<file path="config.mk">
export PLATFORM = sky130hd
export DESIGN_NAME = kernel_map_node_pipe
export DESIGN_NICKNAME = d
export VERILOG_FILES = /design/src/rtl/kernel_map_node_pipe.sv
export SDC_FILE = /design/constraint.sdc
export NUM_CORES = 1
export LEC_CHECK = 0
export CORE_ASPECT_RATIO = 0.5
export CORE_MARGIN = 2
export CORE_UTILIZATION = 40
export CTS_CLUSTER_DIAMETER = 100
export DETAILED_ROUTE_END_ITERATION = 16
export REMOVE_ABC_BUFFERS = 1
export SLEW_MARGIN = 10
export SYNTH_ARGS = -nofsm -noshare
export SYNTH_HDL_FRONTEND = slang
export SYNTH_SLANG_ARGS = --single-unit
</file>
<file path="constraint.sdc">
create_clock -name clk -period 5.9 [get_ports clk]
set_clock_uncertainty 0.15 [all_clocks]
set_input_delay 1.18 -clock clk [delete_from_list [all_inputs] [get_ports clk]]
set_output_delay 1.18 -clock clk [all_outputs]
set_load 0.02 [all_outputs]
</file>
<file path="src/rtl/kernel_map_node_pipe.sv">
// kernel_map_node_pipe: a leaf map node that combines NIN input streams with one
// integer op and delays the result through LAT pipeline stages.
// The whole pipe stalls while the downstream is not ready. A counter tracks how
// many results the downstream has taken.
module kernel_map_node_pipe #(
  parameter int STREAMW = 34,
  parameter int NIN     = 2,
  parameter int LAT     = 3,
  parameter int OPMODE  = 1,
  parameter int CNTW    = 32
) (
  input  logic                     clk,
  input  logic                     rst,
  input  logic [NIN-1:0]           ivalid_in,
  input  logic [NIN*STREAMW-1:0]   in_data,
  output logic                     iready,
  output logic                     ovalid,
  output logic [STREAMW-1:0]       out1,
  input  logic                     oready,
  output logic [CNTW-1:0]          ocount
);

  // Reject parameter sets the datapath cannot implement.
  if (NIN < 1 || NIN > 4 || LAT < 1 || OPMODE < 0 || OPMODE > 3 ||
      (OPMODE == 2 && NIN < 2)) begin : g_param_check
    $error("kernel_map_node_pipe: illegal parameter combination");
  end

  logic [STREAMW-1:0] in_word [NIN];
  logic [STREAMW-1:0] op_result;
  logic               ivalid;
  logic               adv;

  logic [STREAMW-1:0] stage_data_reg [LAT];
  logic [LAT-1:0]     stage_valid_reg;
  logic [CNTW-1:0]    ocount_reg;

  // Split the packed input bus into one word per stream.
  for (genvar gi = 0; gi < NIN; gi++) begin : g_unpack
    assign in_word[gi] = in_data[gi*STREAMW +: STREAMW];
  end

  // A set counts only when every stream is valid. The node itself never stalls,
  // so it is ready exactly when the pipe can advance.
  assign ivalid = &ivalid_in;
  assign adv    = oready;
  assign iready = oready;

  // Combinational op on the current input set. All arithmetic wraps at 2^STREAMW.
  if (OPMODE == 1) begin : g_op_add
    // Sum all inputs.
    always_comb begin
      op_result = '0;
      for (int k = 0; k < NIN; k++) begin
        op_result = op_result + in_word[k];
      end
    end
  end else if (OPMODE == 2 && NIN >= 2) begin : g_op_sub
    // Subtract input 2 from input 1.
    always_comb begin
      op_result = in_word[0] - in_word[1];
    end
  end else if (OPMODE == 3) begin : g_op_max
    // Unsigned maximum over all inputs.
    always_comb begin
      op_result = in_word[0];
      for (int k = 1; k < NIN; k++) begin
        if (in_word[k] > op_result) begin
          op_result = in_word[k];
        end
      end
    end
  end else begin : g_op_pass
    // Pass input 1 through unchanged.
    always_comb begin
      op_result = in_word[0];
    end
  end

  // Pipeline stages. Stage 0 captures the op result (or a zeroed bubble).
  // Later stages are pure delay. Every stage holds while adv is low.
  for (genvar gi = 0; gi < LAT; gi++) begin : g_stage
    if (gi == 0) begin : g_first
      // Load a new result or a bubble whenever the pipe advances.
      always_ff @(posedge clk) begin
        if (rst) begin
          stage_data_reg[0]  <= '0;
          stage_valid_reg[0] <= 1'b0;
        end else if (adv) begin
          stage_data_reg[0]  <= ivalid ? op_result : '0;
          stage_valid_reg[0] <= ivalid;
        end
      end
    end else begin : g_delay
      // Shift the previous stage forward whenever the pipe advances.
      always_ff @(posedge clk) begin
        if (rst) begin
          stage_data_reg[gi]  <= '0;
          stage_valid_reg[gi] <= 1'b0;
        end else if (adv) begin
          stage_data_reg[gi]  <= stage_data_reg[gi-1];
          stage_valid_reg[gi] <= stage_valid_reg[gi-1];
        end
      end
    end
  end

  assign ovalid = stage_valid_reg[LAT-1];
  assign out1   = stage_data_reg[LAT-1];

  // Count results handed to the downstream. The counter wraps at 2^CNTW.
  always_ff @(posedge clk) begin
    if (rst) begin
      ocount_reg <= '0;
    end else if (ovalid && oready) begin
      ocount_reg <= ocount_reg + CNTW'(1);
    end
  end

  assign ocount = ocount_reg;

endmodule

</file>
==> impl_metrics.ini, run 1 <==
[run_status]
run_status = finished clean

[floorplan]
die_area_um2 = 18700
initial_utilization_pct = 40.6
rows = 34
die-width_um = 192
die_h_um = 97.8
ios = 141
core_area_um2 = 17300

[placement]
hpwl_mm = 10.5
io_buffers = 140
gp_congestion = 0.881
place_area_um2 = 8690

[power_and_ir_drop]
power-per-cell-area_nw_per_um2 = 273
clkPwrFrac_pct = 43.2
power.switching_uw = 623
combPwrFrac_pct = 13.8
finalPower_uw = 2540
p_int_uw = 1920
swShare_pct = 24.5
irDropWorstVdd_mv = 0.151
p_seq_share_pct = 43.1
p_leak_uw = 0.00352

[worst_setup_path]
r2r_slack_ns = 3.49
crit_fanout = 4
cp_slowest_cell = clkdlybuf4s50_1
max_stage_delay_ns = 0.47
crit_type = input port to register
crit_path_cell_trace = clkdlybuf4s50_1, ha_1, inv_1, fa_1, nand2b_1, a21o_1, a21o_1, a211oi_1, nor3_1, o31ai_1, mux2i_1
worstSetupStartpoint = in_data[0]
cp.required_ns = 5.90
endpoint_kind = register
path_common_cell = a21o_1
rr_startpoint = ocount[1]$_SDFFE_PP0P_
worstSetupStartpointType = input port
cp.arrival_ns = 3.92

[timing]
fin_crit_sh_pct = 66.4
hold_viol = 0
tightestPinTransition_ns = 0.868
setup_viol = 0
slew_headroom_pct = 42.0
min_period_ns = 3.92
drv_slew = 0
finalSetupTns_ns = 0
max_clock_freq_mhz = 255
rsz0062_at_grt = false
whs_ns = 0.325

[synth]
synth_edf_count = 102
synth_ff_type = edfxtp_1
syn_area_um2 = 7040
synth.area.top_cells = edfxtp_1, dfxtp_1, and2_1
ys_warn_count = 0
seq_area_frac_synth_pct = 53.5
synth_cell_type_count = 55
syn_inst = 657
synth_top_cell_area_share_pct = 43.5
avgSynthCellArea_um2 = 10.7
async_flop_share_pct = 0
synth-seq-cells = 137
synth_top_area_cell = edfxtp_1

[routing]
routed_via_density = 4.95
drt-wirelength-per-cell_um = 13.8
drc = 0
drtPass1Iterations = 5
drt_iter0_drc = 276
via_count = 5174
ant_nets = 0
routed_wl_mm = 14.4

[grt]
grt_max_degree = 70
grt_pass1_wl_mm = 23.9
track_usage_pct = 15.9
gr-total-overflow = 0
first_global_vias = 4849
grt_antenna_before_repair = 0

[worst_hold_path]
worstHoldStart = stage_valid_reg[0]$_SDFFE_PP0P_
hold_class = register to register

[cells_and_area]
drive_above_1_share_pct = 6.90
fin_area_um2 = 9310
syn_to_final_growth_pct = 32.3
antenna_cells = 0
largest_reg_flops = 102
multi_input_area_um2 = 3120
fillers = 1536
seq_area_um2 = 3760
fin_nets = 907

[cts]
insertion_delay_ns = 0.41
cts_setup_buffers = 0
cts_buffers = 17
cts_tree = built
clock_sinks = 137
clockBufferDepth = 2
clk_pin_slew_worst_paths_ns = 0.06
ctsHoldBuffers = 0
ctsHtreeMaxLevel = 4
cts-root-buf = clkbuf_16
cts_resized = 0

[run]
drv_cap = 0
[worst paths after layout]
path	endpoint	cells after the start
hold reg to reg	stage_valid_reg[0]$_SDFFE_PP0P_	2
setup reg to reg	ocount[30]$_SDFFE_PP0P_	8
setup / recovery	stage_data_reg[0][32]$_SDFFCE_PN0P_	11
hold / removal	stage_valid_reg[0]$_SDFFE_PP0P_	2
[power by group through the flow]
stage	Combinational, uW	Sequential, uW	Clock [uW]
after floorplan	190	1130	0
after global placement	348	1120	0
after detailed placement	349	1120	0
after CTS	351	1100	1120
after global routing	387	1100	1160
final	350	1100	1100
[critical path: cells and delay by family]
kind	cells	cell delay (ns)
fa+ha+maj	2	0.62
mux	1	0.12
simple gates	2	0.35
buf+inv	2	0.55
compound gates	4	1.09
[cell usage after synthesis (all sizes together) (5+ instances only)]
master,count
edfxtp,102
nor2,74
and2,70
a21oi,52
nand2,37
dfxtp,35
ha,34
o21ai,28
xor2,28
nand4,20
clkbuf,19
nand3,19
xnor2,18
inv,17
or3,11
a21o,10
nor3,7
o211ai,7
o21bai,7
o21a,5
o31ai,5
or2,5
[stage by stage]
step | instances | util, % | setup WS, ns
5_1_grt | 1046 | 53.8 | 1.78
6_report | 1046 | 53.8 | 1.98
2_1_floorplan | 635 | - | 1.03
3_3_place_gp | 1014 | 50.2 | 1.63
3_5_place_dp | 1014 | 50.2 | 1.53
4_1_cts | 1046 | 53.8 | 1.94
[logic make-up after synthesis]
| group | after synthesis | share of synthesized area, % |
|---|---|---|
| adders and majority gates | 35 | 6.33 |
| AOI/OAI and AO/OA | 132 | 11.6 |
| and+or+nand+nor | 263 | 19.8 |
| xor gates and xnor gates | 46 | 5.73 |
| buffers and inverters | 39 | 2.29 |
| DFF | 137 | 53.5 |
| muxes | 5 | 0.729 |
[placed cells by master (no fill, tap or decap), drive strengths merged, types with 4 or more instances in the layout]
cell and instances:
nand3 19, o21bai 7, ha 34, nor2 74, clkbuf 18, a21o 10
nand4 20, and2 70, a21oi 52, nand2 37, edfxtp 102, buf 5
a31oi 4, or3 11, and3 4, xnor2 18, xor2 28, o211ai 7
dfxtp 35, o31ai 5, or2 5, inv 23, nor3 7, o21ai 28
a211oi 4, o21a 5, clkdlybuf4s50 140, mux2i 4
[routing by layer]
metal / vias up / routed length, um / track usage (%)
met2: 112 / 6280 / 24.1
met1: 2375 / 7350 / 23.1
li1: 2666 / - / -
met4: 0 / 199 / 4.79
met5: - / 0 / 0
met3: 21 / 594 / 3.24
[cell type report]
type / instances / share of cell area [%]
timing repair buffer: 145 / 15.6
clock inverter: 14 / 2.00
clock buffer: 18 / 4.61
inverter: 17 / 0.685
multi-input combinational: 481 / 33.5
sequential: 137 / 40.4
tap: 234 / 3.15
Note: power is estimated with default switching activity, not from simulation.
==> inputs of run 2 (changes only) <==
PLACE_DENSITY = 0.67   (was default)
clock period = 3.15 ns   (was 5.9 ns; I/O delays follow)
==> run 2 against run 1 <==
Against the previous run: setup slack lost 1.8 ns; sequential cell count is the same; sequential share of layout area shrank 2.1 points; first-iteration DRC count shrank 3.6%; cell count grew 6.5%; final area grew 5.4%; critical path type unchanged; highest routed layer unchanged.
==> impl_metrics.ini, run 2 (synthesis results as in run 1) <==
[run_status]
run_status = finished clean

[timing]
tightestPinTransition_ns = 0.538
whs_ns = 0.327
rsz0062_at_grt = false
drv_slew = 0
finalWorstSetupSlack_ns = 0.135
hold_viol = 0
slew_headroom_pct = 63.8
fin_crit_sh_pct = 95.7
setup_viol = 0
max_clock_freq_mhz = 332
min_period_ns = 3.02

[routing]
via_count = 5521
drtPass1Iterations = 5
routed_wl_mm = 15.0
drt-wirelength-per-cell_um = 13.4
drt_iter0_drc = 266
ant_nets = 0
routed_via_density = 4.96
drc = 0

[power_and_ir_drop]
p_seq_share_pct = 44.9
power-per-cell-area_nw_per_um2 = 465
p_int_uw = 3420
combPwrFrac_pct = 16.8
clkPwrFrac_pct = 38.3
power.switching_uw = 1140
irDropWorstVdd_mv = 0.323
finalPower_uw = 4560
swShare_pct = 25.1
p_leak_uw = 0.00385

[worst_setup_path]
worstSetupStartpointType = input port
cp_slowest_cell = clkdlybuf4s50_1
crit_type = input port to register
endpoint_kind = register
max_stage_delay_ns = 0.41
cp.required_ns = 3.26
crit_fanout = 4
cp.arrival_ns = 3.13
crit_family = compound AO/OA/AOI/OAI gates
crit_path_cell_trace = clkdlybuf4s50_1, ha_1, buf_4, nand2_1, o21ai_0, a31oi_2, o21ai_2, a2111oi_1, buf_4, or3_1, a21oi_1
path_common_cell = buf_4
timing.critical_path.buf_inv = 3

[grt]
grt_pass1_wl_mm = 24.5
gr-total-overflow = 0
grt_antenna_before_repair = 0
grt_max_degree = 68
first_global_vias = 5106
track_usage_pct = 16.4

[cts]
cts_tree = built
clock_sinks = 137
ctsHtreeMaxLevel = 4
cts-root-buf = clkbuf_16
insertion_delay_ns = 0.41
cts_buffers = 17
clk_pin_slew_worst_paths_ns = 0.06
clockBufferDepth = 2

[placement]
place_worst_setup_slack_ns = -0.408
hpwl_mm = 11.2
gp_congestion = 0.903
io_buffers = 140
place_area_um2 = 9200
dpl.cell_count = 1080

[cells_and_area]
mostFrequentLayoutCells = clkdlybuf4s50_1, edfxtp_1, nor2_1, buf_4, and2_1
fin_nets = 975
antenna_cells = 0
syn_to_final_growth_pct = 39.4
drive_above_1_share_pct = 15.1
largest_reg_flops = 102
stdcell_count = 1114
layout_commonest_cell = clkdlybuf4s50_1
fin_area_um2 = 9810

[floorplan]
rows = 34
die_h_um = 97.8
initial_utilization_pct = 40.6
die-width_um = 192
die_area_um2 = 18700
core_area_um2 = 17300
ios = 141

[worst_hold_path]
hold_class = register to register

[run]
drv_cap = 0
run 2: cell types whose count changed in the layout (fill, tap and decap cells not counted), sizes merged:
cell,change
buf,+68
clkinv,+7
inv,-4
bufinv,-3
clkdlybuf4s50,-2
dlymetal6s2s,+2
run 2: layout make-up:
class	count	area, um^2
Timing Repair Buffer	213	1980
Tap cell	234	293
Inverter	17	63.8
Multi-Input combinational cell	481	3180
Fill cell	1507	7500
Clock buffer	18	429
Sequential cell	137	3760
Clock inverter	14	100
run 2: through the flow:
step           setup TNS, ns  utilization, %
2_1_floorplan         -19.36               -
3_3_place_gp           -3.63            53.1
3_5_place_dp           -4.34            53.1
4_1_cts                    0            56.2
5_1_grt                    0            56.7
6_report                   0            56.7
run 2: power by group through the flow:
stage	Clock, uW	Sequential (uW)	Combinational (uW)
after CTS	1800	2050	752
after global routing	1880	2060	842
final	1750	2050	767
after detailed placement	0	2090	749
after global placement	0	2090	743
after floorplan	0	2120	355
run 2: what timing repair did:
action | 4_1_cts | 5_1_grt
setup endpoints to repair | 0 | 11
buffers inserted | 0 | 2
hold buffers | 0 | 0
gates resized for setup | 0 | 15
hold endpoints to repair | 0 | 0
run 2: tightest hold or removal path, stage by stage, from the launching register on:
cell and delay (ns):
dfxtp_1 0.31, inv_1 0.04, o21ai_0 0.07
run 2: path summary, 6_finish.rpt:
path	start	to	slack [ns]	depth (start not counted)
worst max-delay path	in_data[5]	stage_data_reg[0][33]$_SDFFCE_PN0P_	0.13	11
worst max register to register	ocount[10]$_SDFFE_PP0P_	ocount[30]$_SDFFE_PP0P_	0.86	7
worst min-delay path	stage_valid_reg[0]$_SDFFE_PP0P_	stage_valid_reg[0]$_SDFFE_PP0P_	0.33	2
worst min register to register	stage_valid_reg[0]$_SDFFE_PP0P_	stage_valid_reg[0]$_SDFFE_PP0P_	0.33	2
run 2: routing by layer:
metal	vias up	GRT usage, %	share of wire [%]
met2	126	25.2	45
met1	2582	23.4	50
met4	0	4.73	1.0
met3	16	3.59	4.1
li1	2797	-	-
met5	-	0	0
